`src/rtl/mult8_seq_pkg.sv`:
```
// rtl/mult8_seq_pkg.sv - shared types and constants for the sequential 8x8 multiplier
package mult8_seq_pkg;

    localparam int DIGIT_W   = 4;
    localparam int OPERAND_W = 2 * DIGIT_W;
    localparam int RESULT_W  = 2 * OPERAND_W;

    typedef enum logic [2:0] {
        IDLE = 3'd0,
        S0   = 3'd1,
        S1   = 3'd2,
        S2   = 3'd3,
        S3   = 3'd4,
        DONE = 3'd5
    } state_t;

    // Partial-product weight for steps lo*lo, hi*lo, lo*hi, hi*hi
    localparam int unsigned STEP_SHIFT [4] = '{0, 4, 4, 8};

    function automatic logic [1:0] step_idx(input state_t s);
        case (s)
            S1:      return 2'd1;
            S2:      return 2'd2;
            S3:      return 2'd3;
            default: return 2'd0;
        endcase
    endfunction

endpackage

```
`src/rtl/mul4x4_core.sv`:
```
// rtl/mul4x4_core.sv - combinational 4x4->8 unsigned array multiplier of full-adder rows
module mul4x4_core
    import mult8_seq_pkg::*;
(
    input  logic [DIGIT_W-1:0]   a_i,
    input  logic [DIGIT_W-1:0]   b_i,
    output logic [2*DIGIT_W-1:0] p_o
);

    logic [3:0] pp      [4];
    logic [3:0] row_acc [4];
    logic [3:0] s       [1:3];
    logic [4:0] c       [1:3];

    genvar i, j;
    generate
        for (i = 0; i < 4; i++) begin : g_pp
            for (j = 0; j < 4; j++) begin : g_bit
                assign pp[i][j] = a_i[j] & b_i[i];
            end
        end

        assign p_o[0]     = pp[0][0];
        assign row_acc[0] = {1'b0, pp[0][3:1]};

        // Each row ripples the shifted running sum with the next partial product
        for (i = 1; i < 4; i++) begin : g_row
            assign c[i][0] = 1'b0;
            for (j = 0; j < 4; j++) begin : g_fa
                assign s[i][j]   = row_acc[i-1][j] ^ pp[i][j] ^ c[i][j];
                assign c[i][j+1] = (row_acc[i-1][j] & pp[i][j])
                                 | (row_acc[i-1][j] & c[i][j])
                                 | (pp[i][j] & c[i][j]);
            end
            assign p_o[i]     = s[i][0];
            assign row_acc[i] = {c[i][4], s[i][3:1]};
        end
    endgenerate

    assign p_o[7:4] = row_acc[3];

endmodule

```
`src/rtl/mult8_seq_ctrl.sv`:
```
// rtl/mult8_seq_ctrl.sv - 8x8 multiply sequenced over one shared 4x4 core
// Optional EARLY_ZERO_EN: zero operand skips straight to DONE.
module mult8_seq_ctrl
    import mult8_seq_pkg::*;
(
    input  logic                 clk,
    input  logic                 rst_n,
    input  logic                 in_valid,
    output logic                 in_ready,
    input  logic [OPERAND_W-1:0] in_a,
    input  logic [OPERAND_W-1:0] in_b,
    output logic                 out_valid,
    input  logic                 out_ready,
    output logic [RESULT_W-1:0]  out_p,
    output logic                 busy
);

    state_t                state_q, state_d;
    logic [RESULT_W-1:0]   acc_q, acc_d;
    logic [OPERAND_W-1:0]  a_q, a_d, b_q, b_d;
    logic                  a_hi_q, a_hi_d, b_hi_q, b_hi_d, core_en_q, core_en_d;
    logic [DIGIT_W-1:0]    core_a, core_b;
    logic [2*DIGIT_W-1:0]  core_p;
    logic                  accept, early_zero;

    assign accept = in_valid && (state_q == IDLE);

`ifdef EARLY_ZERO_EN
    assign early_zero = (in_a == '0) || (in_b == '0);
`else
    assign early_zero = 1'b0;
`endif

    always_ff @(posedge clk) begin
        if (!rst_n) begin
            state_q   <= IDLE;
            acc_q     <= '0;
            a_q       <= '0;
            b_q       <= '0;
            a_hi_q    <= 1'b0;
            b_hi_q    <= 1'b0;
            core_en_q <= 1'b0;
        end else begin
            state_q   <= state_d;
            acc_q     <= acc_d;
            a_q       <= a_d;
            b_q       <= b_d;
            a_hi_q    <= a_hi_d;
            b_hi_q    <= b_hi_d;
            core_en_q <= core_en_d;
        end
    end

    always_comb begin
        state_d = state_q;
        case (state_q)
            IDLE:    if (accept) state_d = early_zero ? DONE : S0;
            S0:      state_d = S1;
            S1:      state_d = S2;
            S2:      state_d = S3;
            S3:      state_d = DONE;
            DONE:    if (out_ready) state_d = IDLE;
            default: state_d = IDLE;
        endcase
    end

    // Digit selects are registered from the upcoming state so they line up with it
    always_comb begin
        a_hi_d    = (state_d == S1) || (state_d == S3);
        b_hi_d    = (state_d == S2) || (state_d == S3);
        core_en_d = (state_d == S0) || (state_d == S1) || (state_d == S2) || (state_d == S3);
    end

    assign core_a = core_en_q ? (a_hi_q ? a_q[7:4] : a_q[3:0]) : '0;
    assign core_b = core_en_q ? (b_hi_q ? b_q[7:4] : b_q[3:0]) : '0;

    mul4x4_core u_core (
        .a_i (core_a),
        .b_i (core_b),
        .p_o (core_p)
    );

    always_comb begin
        acc_d = acc_q;
        a_d   = a_q;
        b_d   = b_q;
        case (state_q)
            IDLE: if (accept) begin
                acc_d = '0;
                a_d   = in_a;
                b_d   = in_b;
            end
            S0, S1, S2, S3:
                acc_d = acc_q + (RESULT_W'(core_p) << STEP_SHIFT[step_idx(state_q)]);
            default: ;
        endcase
    end

    always_comb begin
        in_ready  = (state_q == IDLE);
        busy      = (state_q != IDLE);
        out_valid = (state_q == DONE);
        out_p     = (state_q == DONE) ? acc_q : '0;
    end

endmodule
```
`config.mk`:
```
export PLATFORM = sky130hd
export DESIGN_NAME = mult8_seq_ctrl
export DESIGN_NICKNAME = d
export VERILOG_FILES = /design/src/rtl/mult8_seq_pkg.sv /design/src/rtl/mul4x4_core.sv /design/src/rtl/mult8_seq_ctrl.sv
export SDC_FILE = /design/constraint.sdc
export NUM_CORES = 1
export LEC_CHECK = 0
export ABC_AREA = 0
export ABC_CLOCK_PERIOD_IN_PS = 13500
export CORE_ASPECT_RATIO = 2
export CORE_MARGIN = 5
export CORE_UTILIZATION = 35
export CTS_BUF_LIST = sky130_fd_sc_hd__clkbuf_2
export CTS_CLUSTER_SIZE = 40
export DETAILED_ROUTE_END_ITERATION = 7
export PLACE_DENSITY = 0.59
export SETUP_SLACK_MARGIN = 0.4
export SYNTH_ARGS = -nofsm -noshare
export SYNTH_HDL_FRONTEND = slang
export SYNTH_SLANG_ARGS = --single-unit
```
`constraint.sdc`:
```
create_clock -name clk -period 13.5 [get_ports clk]
set_input_delay 2.7 -clock clk [delete_from_list [all_inputs] [get_ports clk]]
set_output_delay 2.7 -clock clk [all_outputs]
set_load 0.1 [all_outputs]
```
==> flow_summary.toml, run 1 <==
[layout]
area.sequential_sq_um = 761
fillers = 856
final_util = 0.414
syn2layout_area_growth_pct = 17.1
multi_input_area_sq_um = 1890
fin_nets = 421
post_route_cells_drive_above_1_share = 0.0672
diodes = 0
post-route-cell-area_sq_um = 3240

[yosys]
syn_avg_cell_area_sq_um = 8.10
synth_warnings = 0
synth.cell_area_sq_um = 2770
ys_types = 45
postSynthNetCount = 391
ys_seq_elements = 38
synth_cells = 342
synth-seq-area-share = 0.275

[floorplan]
num_rows = 46
pin_count = 39
core_region_area_sq_um = 7830
die_width_um = 72.9
die_area_sq_um = 9900
initial_core_utilization = 0.354
dieHeight_um = 136

[timing]
clock-skew-final_ns = 0.0158
final.hold.worst_slack_ns = 0.477
grt_setup_unrepaired = "no"
hold_viol_final = 0
setup_total_negative_slack_ns = 0
worst_slew_margin_rel = 0.337
setup-violations-final = 0
final-max-slew-violation-count = 0
period_minus_slack_ns = 6.17
tightestPinTransition_ns = 0.992
timing.fmax_mhz = 162
final.period_utilization = 0.457

[detailed_routing]
drt-initial-drc-count = 122
route.detailed.wl_per_inst_um = 13.6
detail_route.vias_per_cell = 5.22
ant_nets = 0
totalWireLength_mm = 6.39
drcViolationCount = 0
routed-via-count = 2443
drt_first_pass_iters = 4

[clocking]
cts_made_buffers = 5
clock_tree.htree_level_count = 2
holdBufCountCts = 0
cts_num_sinks = 38
post_cts_resized = 0
ctsRootBufferMaster = "sky130_fd_sc_hd__clkbuf_2"
path_clk_slew_ns = 0.19
clock_latency_ns = 0.41
cts_tree = "yes"
post_cts_setup_buffer_count = 0
cts.path.max_buffers = 2

[worst_setup_path]
critical_path_depth = 21
timing.critical_path.max_delay_family = "adder cells"
timing.critical_path.buf_inv = 1
critical_path.startpoint_type = "flop"
data_required_time_at_the_worst_endpoint_ns = 13.83
worst_r2r_path_depth = 21
crit_path_max_delay_cell_type = "sky130_fd_sc_hd__fa_1"
worstPathArrival_ns = 6.50
timing.critical_path.mode_cell = "sky130_fd_sc_hd__fa_1"
worstPathCellList = "mux2_2 > nand2_1 > nor2_1 > ha_1 > fa_1 > fa_1 > fa_1 > fa_1 > fa_1 > fa_1 > inv_1 > fa_1 > o21ai_0 > and2_1 > ha_1 > a21o_1 > a31o_4 > a41oi_2 > xnor2_1 > mux2i_1 > nand2_1"
critical_path_peak_fanout = 6
crit_path_max_incr_delay_ns = 0.49
critical_path.endpoint_type = "flop"
reg2reg_slack_ns = 7.33
worstSetupPathType = "flop to flop"

[job]
drv.max_cap_violation_count = 0

[grt]
grt_start_max_net_pins = 30
grt-ovfl-total = 0
grt_use_total = 0.142
grt_pass1_wl_mm = 11.2
number_of_antenna_violations_at_the_first_check_in_global_routing = 0
vias_in_the_first_global_route = 2529

[power]
power_mw = 0.282
power_leakage_nw = 1.33
power_density_nw_per_um2 = 86.9
vdd_drop_max_mv = 0.0994

[place]
placement.cell_area_sq_um = 3210
dpl.hpwl_mm = 5.09
port_buffers = 38
globalplace.congestion = 0.938

[worst_hold_path]
hold_class = "flop to flop"
holdPathStages = 2

[run_status]
outcome = "finished, final reports clean"
==> placed cells by master (no fill, tap or decap), types with 2 or more instances in the layout <==
master / instances
sky130_fd_sc_hd__nand2_1: 63
sky130_fd_sc_hd__dfxtp_1: 38
sky130_fd_sc_hd__clkdlybuf4s50_1: 38
sky130_fd_sc_hd__nor2_1: 29
sky130_fd_sc_hd__and2_1: 23
sky130_fd_sc_hd__ha_1: 20
sky130_fd_sc_hd__a21oi_1: 15
sky130_fd_sc_hd__a21boi_0: 15
sky130_fd_sc_hd__inv_1: 14
sky130_fd_sc_hd__o21ai_1: 12
sky130_fd_sc_hd__nor2b_1: 9
sky130_fd_sc_hd__fa_1: 9
sky130_fd_sc_hd__mux2_2: 8
sky130_fd_sc_hd__xnor2_1: 8
sky130_fd_sc_hd__xor2_1: 7
sky130_fd_sc_hd__a22oi_1: 7
sky130_fd_sc_hd__o21ai_0: 6
sky130_fd_sc_hd__a21o_1: 6
sky130_fd_sc_hd__mux2i_1: 5
sky130_fd_sc_hd__clkbuf_2: 5
sky130_fd_sc_hd__nand3_1: 4
sky130_fd_sc_hd__nand2b_1: 2
sky130_fd_sc_hd__and3_1: 2
sky130_fd_sc_hd__a31o_1: 2
sky130_fd_sc_hd__o21bai_1: 2
sky130_fd_sc_hd__a31oi_1: 2
sky130_fd_sc_hd__clkinv_2: 2
==> per-layer routing <==
layer | routed length [um] | global-route usage | up-vias
met5 | 0 | 0 | -
met4 | 193 | 0.0657 | 0
met3 | 275 | 0.0260 | 20
met2 | 3310 | 0.257 | 59
met1 | 2610 | 0.154 | 1146
li1 | - | - | 1218
==> tightest hold or removal path, delay by kind of cell, from the launching register on <==
kind / cells / cell delay (ns)
AOI/OAI and AO/OA: 1 / 0.05
and+or+nand+nor: 1 / 0.05
DFF: 1 / 0.36
==> state kept, by name, indices dropped and copies added, names as in the netlist <==
register	count
b_q	8
acc_q	16
a_q	8
state_q	3
core_en_q	1
a_hi_q	1
b_hi_q	1
==> stage by stage <==
stage,instances,setup slack [ns]
2_1_floorplan,342,7.72
6_report,468,7.33
3_5_place_dp,461,7.36
3_3_place_gp,461,7.55
5_1_grt,468,6.97
4_1_cts,468,7.34
==> area by class of cell <==
cell class / count / area share
clock buffer: 5 / 0.00772
clock inverter: 2 / 0.00309
inverter: 14 / 0.0162
multi-input combinational: 275 / 0.584
sequential: 38 / 0.235
tap: 96 / 0.0371
timing repair buffer: 38 / 0.117
==> cells in the mapped netlist, drive strengths merged <==
cell     number  area, sq um
nand2b        2         12.5
a211oi        1         12.5
a41oi         1         16.3
o31ai         1         21.3
mux2          8         90.1
a31o          3         35.0
nor2b         9         56.3
a21oi        16         83.8
o2bb2ai       1         8.76
inv          14         52.6
a31oi         2         12.5
nor3          2         15.0
nor2         29          109
o31a          1         8.76
o21bai        2         15.0
fa            9          180
and2         23          144
a22oi         7         52.6
and3          2         12.5
nand2        64          243
xnor2         8         70.1
o21ai        19         98.9
nor4          1         6.26
dfxtp        38          761
clkbuf       10         37.5
or2           1         6.26
buf           5         25.0
nand3         4         20.0
mux2i         5         50.1
o21a          1         7.51
xor2          7         61.3
o211ai        1         7.51
or3           1         6.26
a21boi       16          120
a21o          7         53.8
ha           20          250
nand4         1         6.26
==> final timing paths <==
| check | start | to |
|---|---|---|
| worst max register to register | b_hi_q$_SDFF_PN0_ | acc_q[15]$_SDFFE_PN0P_ |
| worst max-delay path | b_hi_q$_SDFF_PN0_ | acc_q[15]$_SDFFE_PN0P_ |
| worst min register to register | acc_q[13]$_SDFFE_PN0P_ | acc_q[13]$_SDFFE_PN0P_ |
| worst min-delay path | acc_q[13]$_SDFFE_PN0P_ | acc_q[13]$_SDFFE_PN0P_ |
==> power by group <==
| part | switching [mW] | internal, mW |
|---|---|---|
| clock | 0.0380 | 0.0112 |
| sequential | 0.0100 | 0.123 |
| combinational | 0.0683 | 0.0317 |
| total | 0.116 | 0.166 |
==> kinds of logic (layout without fill, tap and decap cells) <==
family	count (synthesis)	in the layout	share of synthesized area
AOI/OAI and AO/OA	79	79	0.200
xor gates and xnor gates	15	15	0.0474
adders and majority gates	29	29	0.155
buffers and inverters	29	59	0.0416
DFF	38	38	0.275
muxes	13	13	0.0506
and+or+nand+nor	139	139	0.230
(Power assumes the default switching activity.)
==> run 2, diff against run 1 <==
- ABC_CLOCK_PERIOD_IN_PS: 13500 -> 5560
- PLACE_DENSITY: 0.59 -> 0.61
- clock period: 13.5 -> 5.56 ns (I/O delays scaled with it)
==> flow_summary.toml, run 2 (synthesis gave the netlist of run 1 again) <==
[job]
drv.max_cap_violation_count = 0

[timing]
final.period_utilization = 0.996
worst_slew_margin_rel = 0.350
hold_viol_final = 0
final-max-slew-violation-count = 0
tightestPinTransition_ns = 0.971
grt_setup_unrepaired = "yes"
timing.fmax_mhz = 180
clock-skew-final_ns = 0.0121
period_minus_slack_ns = 5.54
setup_total_negative_slack_ns = 0
setup-violations-final = 0

[worst_setup_path]
critical_path_peak_fanout = 3
critical_path.startpoint_type = "flop"
data_required_time_at_the_worst_endpoint_ns = 5.89
critical_path.endpoint_type = "flop"
worstPathArrival_ns = 5.87
worstSetupPathType = "flop to flop"

[worst_hold_path]
hold_class = "flop to flop"

[layout]
syn2layout_area_growth_pct = 29.6
diodes = 0
fillers = 786
largest_register = "acc_q"
commonest_non_fill_non_tap_cell_in_the_layout = "sky130_fd_sc_hd__nand2_1"
largest_registers = "acc_q x16, a_q x8, b_q x8"
largest_register_ffs = 16
final_util = 0.458
post_route_cells_drive_above_1_share = 0.195
mostFrequentLayoutCells = "57 x sky130_fd_sc_hd__nand2_1, 38 x sky130_fd_sc_hd__clkdlybuf4s50_1, 35 x sky130_fd_sc_hd__dfxtp_1"
final-instance-count-excl-fill = 480
fin_nets = 432

[grt]
grt-ovfl-total = 0
vias_in_the_first_global_route = 2524
number_of_antenna_violations_at_the_first_check_in_global_routing = 0
grt_pass1_wl_mm = 11.3
grt_start_max_net_pins = 30
grt_use_total = 0.144

[detailed_routing]
drcViolationCount = 0
totalWireLength_mm = 6.89
detail_route.vias_per_cell = 5.12
drt-initial-drc-count = 150
routed-via-count = 2459
route.detailed.wl_per_inst_um = 14.3
drt_first_pass_iters = 4
ant_nets = 0

[clocking]
clock_tree.htree_level_count = 2
ctsRootBufferMaster = "sky130_fd_sc_hd__clkbuf_2"
cts_made_buffers = 5
path_clk_slew_ns = 0.20
clock_latency_ns = 0.41
cts.path.max_buffers = 2
cts_tree = "yes"
holdBufCountCts = 0
cts_num_sinks = 38

[floorplan]
pin_count = 39
dieHeight_um = 136
die_area_sq_um = 9900
initial_core_utilization = 0.354
num_rows = 46
die_width_um = 72.9
core_region_area_sq_um = 7830

[place]
port_buffers = 38
dpl.cell_count = 463
dpl.hpwl_mm = 5.15
globalplace.congestion = 0.895

[power]
vdd_drop_max_mv = 0.344
power_density_nw_per_um2 = 225
power_leakage_nw = 1.43
power_mw = 0.808

[run_status]
outcome = "finished, final reports clean"
-- run 2: per-stage QoR --
step           cell area, sq um  hold WS [ns]  setup slack (ns)
4_1_cts                    3490         0.483           0.00786
6_report                   3590         0.478            0.0198
3_3_place_gp               3290         0.454            0.0549
3_5_place_dp               3290         0.459           -0.0947
5_1_grt                    3590         0.497            -0.162
2_1_floorplan              2840         0.432             0.180
-- run 2: cell type report --
cell class                 instances  area (sq um)  area share
inverter                          14          52.6      0.0146
clock inverter                     3          63.8      0.0178
clock buffer                       5          25.0     0.00698
multi-input combinational        275          2090       0.581
timing repair buffer              49           470       0.131
sequential                        38           769       0.215
tap                               96           120      0.0335
-- run 2: repair_timing --
action                                  CTS  global route
endpoints found under the setup margin    9            10
buffers inserted                          8             1
pin swaps                                12            16
gates resized for setup                  11            23
-- run 2: worst max-delay path, stage by stage (launching register included) --
cell and delay (ns):
sky130_fd_sc_hd__dfxtp_4 0.41, sky130_fd_sc_hd__mux2_4 0.31, sky130_fd_sc_hd__nand2_4 0.08, sky130_fd_sc_hd__nor2_2 0.04, sky130_fd_sc_hd__ha_2 0.18, sky130_fd_sc_hd__fa_2 0.36, sky130_fd_sc_hd__fa_1 0.48, sky130_fd_sc_hd__fa_2 0.37
sky130_fd_sc_hd__fa_2 0.48, sky130_fd_sc_hd__fa_2 0.36, sky130_fd_sc_hd__fa_2 0.35, sky130_fd_sc_hd__inv_2 0.06, sky130_fd_sc_hd__fa_1 0.44, sky130_fd_sc_hd__o21ai_1 0.17, sky130_fd_sc_hd__ha_1 0.27, sky130_fd_sc_hd__a21o_1 0.16
sky130_fd_sc_hd__a31o_1 0.19, sky130_fd_sc_hd__a21o_1 0.16, sky130_fd_sc_hd__a41oi_2 0.16, sky130_fd_sc_hd__xnor2_1 0.16, sky130_fd_sc_hd__mux2i_1 0.21, sky130_fd_sc_hd__nand2_1 0.06
-- run 2: report_power, final --
part	switching, mW	leakage [nW]	internal [mW]
sequential	0.0279	0.311	0.299
combinational	0.175	1.07	0.0874
clock	0.0988	0.0506	0.120
-- run 2: worst paths after layout --
check                           cells past startpoint  slack (ns)                start                      to
worst max register to register                     21        0.02    b_hi_q$_SDFF_PN0_  acc_q[15]$_SDFFE_PN0P_
worst min-delay path                                2        0.48  a_q[6]$_SDFFE_PN0P_     a_q[6]$_SDFFE_PN0P_
worst min register to register                      2        0.48  a_q[6]$_SDFFE_PN0P_     a_q[6]$_SDFFE_PN0P_
worst max-delay path                               21        0.02    b_hi_q$_SDFF_PN0_  acc_q[15]$_SDFFE_PN0P_
-- run 2: per-layer routing --
| layer | GRT usage | share of wire |
|---|---|---|
| met2 | 0.260 | 0.54 |
| met3 | 0.0267 | 0.037 |
| met1 | 0.163 | 0.42 |
| met5 | 0 | 0 |
| met4 | 0.0503 | 0.011 |
